[src/rtl/vram_write_arbiter.sv]
// ============================================================================
// Module   : vram_write_arbiter
// Brief    : Shares the VRAM write port between a brush client and a fill engine.
// Revision : 1.0
// ============================================================================
`default_nettype none

module vram_write_arbiter #(
  parameter int X_W       = 8,
  parameter int DATA_W    = 12,
  parameter int FILL_LAST = 65535
) (
  input  logic                mclk,
  input  logic                rst_n,
  input  logic                draw_req,
  input  logic [X_W-1:0]      draw_x,
  input  logic [X_W-1:0]      draw_y,
  input  logic [DATA_W-1:0]   draw_color,
  input  logic                draw_size,
  output logic                draw_ack,
  input  logic                fill_start,
  input  logic [DATA_W-1:0]   fill_color,
  output logic                fill_done,
  output logic                busy,
  output logic [2*X_W-1:0]    paddr,
  output logic [DATA_W-1:0]   pdata,
  output logic                we
);

  localparam int                c_AW        = 2 * X_W;
  localparam logic [c_AW-1:0]   c_FILL_LAST = c_AW'(FILL_LAST);

  typedef enum logic [1:0] {
    S_IDLE  = 2'd0,
    S_FILL  = 2'd1,
    S_BRUSH = 2'd2
  } state_t;

  state_t              r_state;
  logic [X_W-1:0]      r_bx;
  logic [X_W-1:0]      r_by;
  logic [1:0]          r_row;
  logic [1:0]          r_col;
  logic                r_pend;
  logic [DATA_W-1:0]   r_pend_color;

  logic [X_W-1:0]      w_src_x;
  logic [X_W-1:0]      w_src_y;
  logic [1:0]          w_off_x;
  logic [1:0]          w_off_y;
  logic [X_W:0]        w_px;
  logic [X_W:0]        w_py;
  logic                w_in;
  logic [c_AW-1:0]     w_paddr;

  // Brush pixel = centre + offset - 1, one bit wider so under/overflow shows
  // up in the top bit instead of wrapping. Offsets are 0 on the accept edge.
  always_comb begin
    w_src_x = (r_state == S_BRUSH) ? r_bx  : draw_x;
    w_src_y = (r_state == S_BRUSH) ? r_by  : draw_y;
    w_off_x = (r_state == S_BRUSH) ? r_col : 2'd0;
    w_off_y = (r_state == S_BRUSH) ? r_row : 2'd0;
    w_px    = {1'b0, w_src_x} + (X_W+1)'(w_off_x) - (X_W+1)'(1);
    w_py    = {1'b0, w_src_y} + (X_W+1)'(w_off_y) - (X_W+1)'(1);
    w_in    = ~w_px[X_W] & ~w_py[X_W];
    w_paddr = {w_py[X_W-1:0], w_px[X_W-1:0]};
  end

  always_ff @(posedge mclk) begin
    if (!rst_n) begin
      r_state      <= S_IDLE;
      r_bx         <= '0;
      r_by         <= '0;
      r_row        <= '0;
      r_col        <= '0;
      r_pend       <= 1'b0;
      r_pend_color <= '0;
      paddr        <= '0;
      pdata        <= '0;
      we           <= 1'b0;
      draw_ack     <= 1'b0;
      fill_done    <= 1'b0;
      busy         <= 1'b0;
    end else begin
      draw_ack  <= 1'b0;
      fill_done <= 1'b0;
      case (r_state)
        S_IDLE: begin
          if (fill_start || r_pend) begin
            r_state <= S_FILL;
            busy    <= 1'b1;
            paddr   <= '0;
            pdata   <= r_pend ? r_pend_color : fill_color;
            we      <= 1'b1;
            r_pend  <= 1'b0;
          end else if (draw_req && !draw_ack) begin
            draw_ack <= 1'b1;
            r_bx     <= draw_x;
            r_by     <= draw_y;
            pdata    <= draw_color;
            if (draw_size) begin
              r_state <= S_BRUSH;
              busy    <= 1'b1;
              r_row   <= 2'd0;
              r_col   <= 2'd1;
              we      <= w_in;
              if (w_in) paddr <= w_paddr;
            end else begin
              we    <= 1'b1;
              paddr <= {draw_y, draw_x};
            end
          end else begin
            we <= 1'b0;
          end
        end

        S_FILL: begin
          if (paddr == c_FILL_LAST) begin
            we        <= 1'b0;
            busy      <= 1'b0;
            fill_done <= 1'b1;
            r_state   <= S_IDLE;
          end else begin
            paddr <= paddr + c_AW'(1);
          end
        end

        S_BRUSH: begin
          // A fill requested mid-brush is remembered and started once idle.
          if (fill_start) begin
            r_pend       <= 1'b1;
            r_pend_color <= fill_color;
          end
          if (r_row == 2'd3) begin
            we      <= 1'b0;
            busy    <= 1'b0;
            r_state <= S_IDLE;
          end else begin
            we <= w_in;
            if (w_in) paddr <= w_paddr;
            if (r_col == 2'd2) begin
              r_col <= 2'd0;
              r_row <= r_row + 2'd1;
            end else begin
              r_col <= r_col + 2'd1;
            end
          end
        end

        default: r_state <= S_IDLE;
      endcase
    end
  end

endmodule

`default_nettype wire

[config.mk]
export PLATFORM = sky130hd
export DESIGN_NAME = vram_write_arbiter
export DESIGN_NICKNAME = d
export VERILOG_FILES = /design/src/rtl/vram_write_arbiter.sv
export SDC_FILE = /design/constraint.sdc
export NUM_CORES = 1
export LEC_CHECK = 0
export ABC_AREA = 1
export CAP_MARGIN = 10
export CORE_MARGIN = 5
export CORE_UTILIZATION = 59
export DETAILED_ROUTE_END_ITERATION = 8
export GPL_TIMING_DRIVEN = 0
export PLACE_DENSITY = 0.83
export SETUP_SLACK_MARGIN = 0.15
export SYNTH_ARGS = -nofsm -noshare
export SYNTH_HDL_FRONTEND = slang
export SYNTH_SLANG_ARGS = --single-unit
[constraint.sdc]
create_clock -name mclk -period 5.15 [get_ports mclk]
set_input_delay 1.2875 -clock mclk [delete_from_list [all_inputs] [get_ports mclk]]
set_output_delay 1.2875 -clock mclk [all_outputs]
set_load 0.05 [all_outputs]
==> results.json, run 1 <==
{
  "critPathTopFamily": "buffers and inverters",
  "syn_nets": 850,
  "setup_ws_ns": 0.817,
  "final_common_cell": "nand2_1",
  "nets": 936,
  "wirelength_um": 15700,
  "ir_drop_mv": 0.462,
  "worst_setup_path_end_kind": "register",
  "coreArea_sq_um": 8130,
  "grt_usage_pct": 31.7,
  "fin_setup_tns_ns": 0,
  "pin_count": 77,
  "grt_pass1_vias": 5571,
  "cts_max_path_buffers": 2,
  "synth_top_area_cell": "dfxtp_1",
  "yosys-top-cells-area": "dfxtp_1, nand2_1, a21oi_1, o21ai_0, inv_1",
  "finClkSkew_ns": 0.0144,
  "hold_viol": 0,
  "clk_latency_ns": 0.35,
  "synthCells": 781,
  "drv_cap": 0,
  "grt_max_degree": 13,
  "layout_common_cells": "nand2_1, a21oi_1, inv_1, clkdlybuf4s50_1, o21ai_0",
  "synth_cell_types": 40,
  "cts_setup_buffers": 0,
  "post-route-period-util_pct": 84.1,
  "viasPerCell": 5.83,
  "postRouteAntennaNets": 0,
  "final_cell_area_sq_um": 5950,
  "initialDrtViolationCount": 404,
  "synthArstFlopShare_pct": 0,
  "max_stage_delay_ns": 0.54,
  "fmax_mhz": 231,
  "pre_cts_ws_ns": 0.860,
  "slew_violations": 0,
  "crit_path_frequent_cell": "nand2_1",
  "drive_above_1_share_pct": 5.62,
  "fp.dieH_um": 101,
  "period_minus_slack_ns": 4.33,
  "start_util_pct": 59.7,
  "cp_cell_sequence": "inv_1 > ha_1 > buf_4 > buf_2 > buf_1 > mux2i_1 > ha_1 > inv_1 > ha_1 > nand2_1 > nand3b_1 > nand2_1 > nand2_1 > nand2_1 > nand2_1 > nand2_2 > nand2_2 > buf_4 > nand2_1 > nand3_1 > a21oi_1 > a21oi_1",
  "ctsHoldBuffers": 0,
  "gp_congestion": 0.985,
  "cts_sinks": 67,
  "fillers": 681,
  "path_buf_inv": 6,
  "worstPathRequired_ns": 5.38,
  "hold_ws_ns": 0.457,
  "dieArea_sq_um": 10200,
  "cts_resized": 0,
  "power.density_nw_per_um2": 480,
  "leakagePower_nw": 2.63,
  "die_w_um": 101,
  "rsz0062_at_grt": "false",
  "io_buffers": 75,
  "root_buffer": "clkbuf_8",
  "crit_type": "reg -> reg",
  "grt_pass1_wl_um": 25700,
  "cts_buffers": 9,
  "diodes": 0,
  "grt_antenna_before_repair": 0,
  "hp-class": "reg -> reg",
  "status": "finished, final reports clean",
  "yosysTopAreaCellShare_pct": 27.6,
  "max_slew_margin_pct": 53.5,
  "wl_per_cell_um": 16.1,
  "synth_edf_count": 0,
  "grt-ovfl-total": 0,
  "slowest_stage": "buf_1",
  "avgSynthCellArea_sq_um": 6.22,
  "dpl_cell_area_sq_um": 5740,
  "synthesis.area_sq_um": 4860,
  "final-setup-viol-count": 0,
  "ys_seq_area_share_pct": 27.6,
  "cp_max_fo": 10,
  "vias": 5699,
  "cts_tree": "yes",
  "hpwl_um": 12100,
  "start_kind": "register",
  "ys_ff_latch": 67,
  "yosys_warnings": 0,
  "h-tree-depth": 3,
  "area_delta_synth_final_pct": 22.5,
  "worst_pin_slew_ns": 0.694,
  "drcViolationCount": 0,
  "rows": 33,
  "critPathArrivalTime_ns": 4.57,
  "cts.clk_slew.worst_paths_ns": 0.08,
  "synth-main-ff-cell": "dfxtp_1",
  "drtPass1Iterations": 7
}
-- sequential cells by signal, summed over array words and instances, names as in the netlist --
name          count
r_pend            1
fill_done         1
r_col             2
r_row             2
paddr            16
busy              1
pdata            12
draw_ack          1
we                1
r_pend_color     12
r_by              8
r_state           2
r_bx              8
-- worst register-to-register path, cell delays in order (launching register included) --
cell	delay, ns
dfxtp_1	0.34
inv_1	0.09
ha_1	0.33
buf_4	0.24
buf_2	0.31
buf_1	0.54
mux2i_1	0.26
ha_1	0.22
inv_1	0.07
ha_1	0.28
nand2_1	0.06
nand3b_1	0.15
nand2_1	0.16
nand2_1	0.10
nand2_1	0.07
nand2_1	0.06
nand2_2	0.10
nand2_2	0.16
buf_4	0.23
nand2_1	0.09
nand3_1	0.07
a21oi_1	0.21
a21oi_1	0.09
-- metrics by stage --
step	total power [mW]	util, %	cells
floorplan	1.88	-	781
global route	3.05	73.2	977
CTS	2.83	73.2	977
global placement	2.32	70.6	961
finish	2.86	73.2	977
detailed placement	2.36	70.6	961
-- cell families after synthesis --
family | Yosys count | share of synthesized area (%)
compound gates | 190 | 21.1
buf+inv | 124 | 10.7
simple gates | 366 | 32.2
fa+ha+maj | 24 | 6.49
xor+xnor | 5 | 0.901
mux | 5 | 1.03
flops | 67 | 27.6
-- cells in the mapped netlist (all sizes together), types with 2 or more instances --
| library cell | count |
|---|---|
| nor2 | 62 |
| nand3b | 10 |
| inv | 85 |
| dfxtp | 67 |
| mux2i | 5 |
| a31oi | 7 |
| nand4 | 6 |
| xor2 | 3 |
| or2 | 8 |
| nand3 | 58 |
| ha | 22 |
| nand2 | 219 |
| o211ai | 14 |
| a211oi | 2 |
| fa | 2 |
| o21bai | 4 |
| a21oi | 86 |
| buf | 15 |
| xnor2 | 2 |
| o21ai | 73 |
| clkbuf | 23 |
-- path summary, 6_finish.rpt --
check                  startpoint               to  slack [ns]  cells after the start
setup / recovery       r_state[0]        paddr[14]        0.82                     22
hold / removal    r_pend_color[4]  r_pend_color[4]        0.46                      2
setup reg to reg       r_state[0]        paddr[14]        0.82                     22
hold reg to reg   r_pend_color[4]  r_pend_color[4]        0.46                      2
-- where the power goes --
| part | internal, mW | switching, mW | leakage [nW] |
|---|---|---|---|
| registers | 0.628 | 0.104 | 0.551 |
| logic | 0.560 | 1.10 | 1.98 |
| clock network | 0.251 | 0.220 | 0.102 |
| total | 1.44 | 1.42 | 2.63 |
-- layout make-up --
class                           instances  area, sq um  share of cell area (%)
Inverter                               86          323                    5.42
Tap cell                              105          131                    2.21
Clock buffer                           11          151                    2.54
Timing Repair Buffer                   75          751                    12.6
Clock inverter                          5         58.8                   0.988
Multi-Input combinational cell        590         3000                    50.4
Sequential cell                        67         1340                    22.5
Buffer                                 38          198                    3.32
-- layer usage --
metal,up-vias,GRT usage (%),part of all wire (%)
met5,-,0,0
met4,0,15.2,3.9
met3,61,8.79,9.1
met2,293,50.5,46
met1,2601,39.3,41
li1,2744,-,-
Power figures use the tool's default switching activity.
==> run 2: changes to the inputs <==
Settings changed: CORE_UTILIZATION 59 to 55, PLACE_DENSITY 0.83 to 0.78.
Clock period 5.15 ns to 4.1 ns, I/O delays scaled along.
==> run 2 against run 1 <==
Effect of this change: critical path depth stayed put; non-clock buffer count stayed put; routed wire length is 0.87% higher; design area is 0.55% higher; via count is 1.9% lower; sequential cell count stayed put; sequential power is 25% higher; critical path type unchanged; largest power group unchanged.
==> results.json, run 2 (synthesized netlist as in run 1, its figures left out) <==
{
  "status": "finished, final reports clean",
  "max_slew_margin_pct": 56.3,
  "drtPass1Iterations": 5,
  "cts_buffers": 9,
  "start_util_pct": 56.0,
  "viasPerCell": 5.70,
  "final-setup-viol-count": 0,
  "fmax_mhz": 273,
  "rows": 34,
  "slew_violations": 0,
  "grt_usage_pct": 28.3,
  "fin_setup_tns_ns": 0,
  "root_buffer": "clkbuf_8",
  "crit_type": "reg -> reg",
  "cts_max_path_buffers": 2,
  "grt_pass1_vias": 5287,
  "setup_ws_ns": 0.441,
  "cp_max_fo": 10,
  "post-route-period-util_pct": 89.2,
  "leakagePower_nw": 2.64,
  "layout_common_cells": "nand2_1, a21oi_1, inv_1, clkdlybuf4s50_1, o21ai_0",
  "largest_reg_flops": 16,
  "nets": 936,
  "critPathArrivalTime_ns": 3.90,
  "reg.largest.list": "paddr x16, pdata x12, r_pend_color x12",
  "pin_count": 77,
  "grt_antenna_before_repair": 0,
  "grt_max_degree": 13,
  "gp_congestion": 0.976,
  "cts_tree": "yes",
  "cts_sinks": 67,
  "regMostFlops": "paddr",
  "worstPathRequired_ns": 4.34,
  "grt_pass1_wl_um": 25500,
  "dieArea_sq_um": 10800,
  "h-tree-depth": 3,
  "ctsHoldBuffers": 0,
  "io_buffers": 75,
  "dp.cells": 964,
  "drcViolationCount": 0,
  "ir_drop_mv": 0.333,
  "hold_viol": 0,
  "cts.clk_slew.worst_paths_ns": 0.08,
  "start_kind": "register",
  "coreArea_sq_um": 8680,
  "postRouteAntennaNets": 0,
  "worst_setup_path_end_kind": "register",
  "fillers": 813,
  "area_delta_synth_final_pct": 23.1,
  "die_w_um": 104,
  "instances_no_fill": 980,
  "power.density_nw_per_um2": 607,
  "final_common_cell": "nand2_1",
  "total_power_mw": 3.63,
  "fp.dieH_um": 104,
  "diodes": 0,
  "period_minus_slack_ns": 3.66,
  "hpwl_um": 12300,
  "worst_pin_slew_ns": 0.653,
  "finClkSkew_ns": 0.00714,
  "wirelength_um": 15800,
  "drv_cap": 0,
  "initialDrtViolationCount": 376,
  "wl_per_cell_um": 16.2,
  "vias": 5590,
  "clk_latency_ns": 0.35,
  "grt-ovfl-total": 0,
  "pre_cts_ws_ns": -0.0772,
  "rsz0062_at_grt": "false",
  "drive_above_1_share_pct": 5.73,
  "hp-class": "reg -> reg"
}
[run 2: cell count changes in the layout (fill, tap and decap cells not counted)]
cell       previous run  this run
buf_6                 4         7
bufinv_16             1         2
ha_1                 22        21
buf_1                 3         2
clkbuf_1             23        24
ha_2                  0         1
clkbuf_8             11         9
buf_2                 5         3
[run 2: report_power, final]
group	internal (mW)	switching, mW	total (mW)
registers	0.788	0.130	0.918
clock network	0.344	0.288	0.632
logic	0.715	1.37	2.08
[run 2: metal layers]
metal	part of all wire [%]	track usage, %	wire (um)
met1	43	35.4	6800
met2	47	48.5	7530
met3	7.7	6.33	1220
met4	1.9	8.42	301
met5	0	0	0
[run 2: worst paths after layout]
path                                 startpoint              end  slack [ns]  cells after the start
worst max-delay path                 r_state[0]        paddr[11]        0.44                     22
worst min-delay path            r_pend_color[6]  r_pend_color[6]        0.45                      2
worst max register to register       r_state[0]        paddr[11]        0.44                     22
worst min register to register  r_pend_color[6]  r_pend_color[6]        0.45                      2
[run 2: final cells by class]
cell class / instances / area [sq um] / area share [%]
sequential: 67 / 1340 / 22.4
clock buffer: 10 / 128 / 2.13
clock inverter: 6 / 88.8 / 1.48
inverter: 86 / 323 / 5.39
tap: 108 / 135 / 2.26
multi-input combinational: 590 / 3000 / 50.1
buffer: 38 / 218 / 3.64
timing repair buffer: 75 / 751 / 12.5
[run 2: repair_timing]
| action | 4_1_cts | 5_1_grt |
|---|---|---|
| gates resized for setup | 2 | 8 |
| buffers inserted | 0 | 0 |
| endpoints found under the hold margin | 0 | 0 |
| setup endpoints to repair | 17 | 17 |
[run 2: metrics by stage]
step,instance area (sq um),util [%],hold slack (ns)
global route,5980,69.0,0.481
floorplan,4860,-,0.429
global placement,5750,66.2,0.439
detailed placement,5750,66.2,0.445
finish,5980,69.0,0.455
CTS,5970,68.7,0.456
[run 2: worst max-delay path, cell delays in order, from the launching register on]
cell	delay (ns)
dfxtp_1	0.34
inv_1	0.09
ha_2	0.27
buf_6	0.17
buf_6	0.19
buf_6	0.19
mux2i_1	0.27
ha_1	0.25
inv_1	0.06
ha_1	0.27
nand2_1	0.05
nand3b_1	0.17
nand2_2	0.10
nand2_1	0.08
nand2_1	0.08
nand2_1	0.06
nand2_2	0.10
nand2_2	0.15
buf_4	0.23
nand2_1	0.08
nand3_1	0.07
a21oi_1	0.21
a21oi_1	0.09
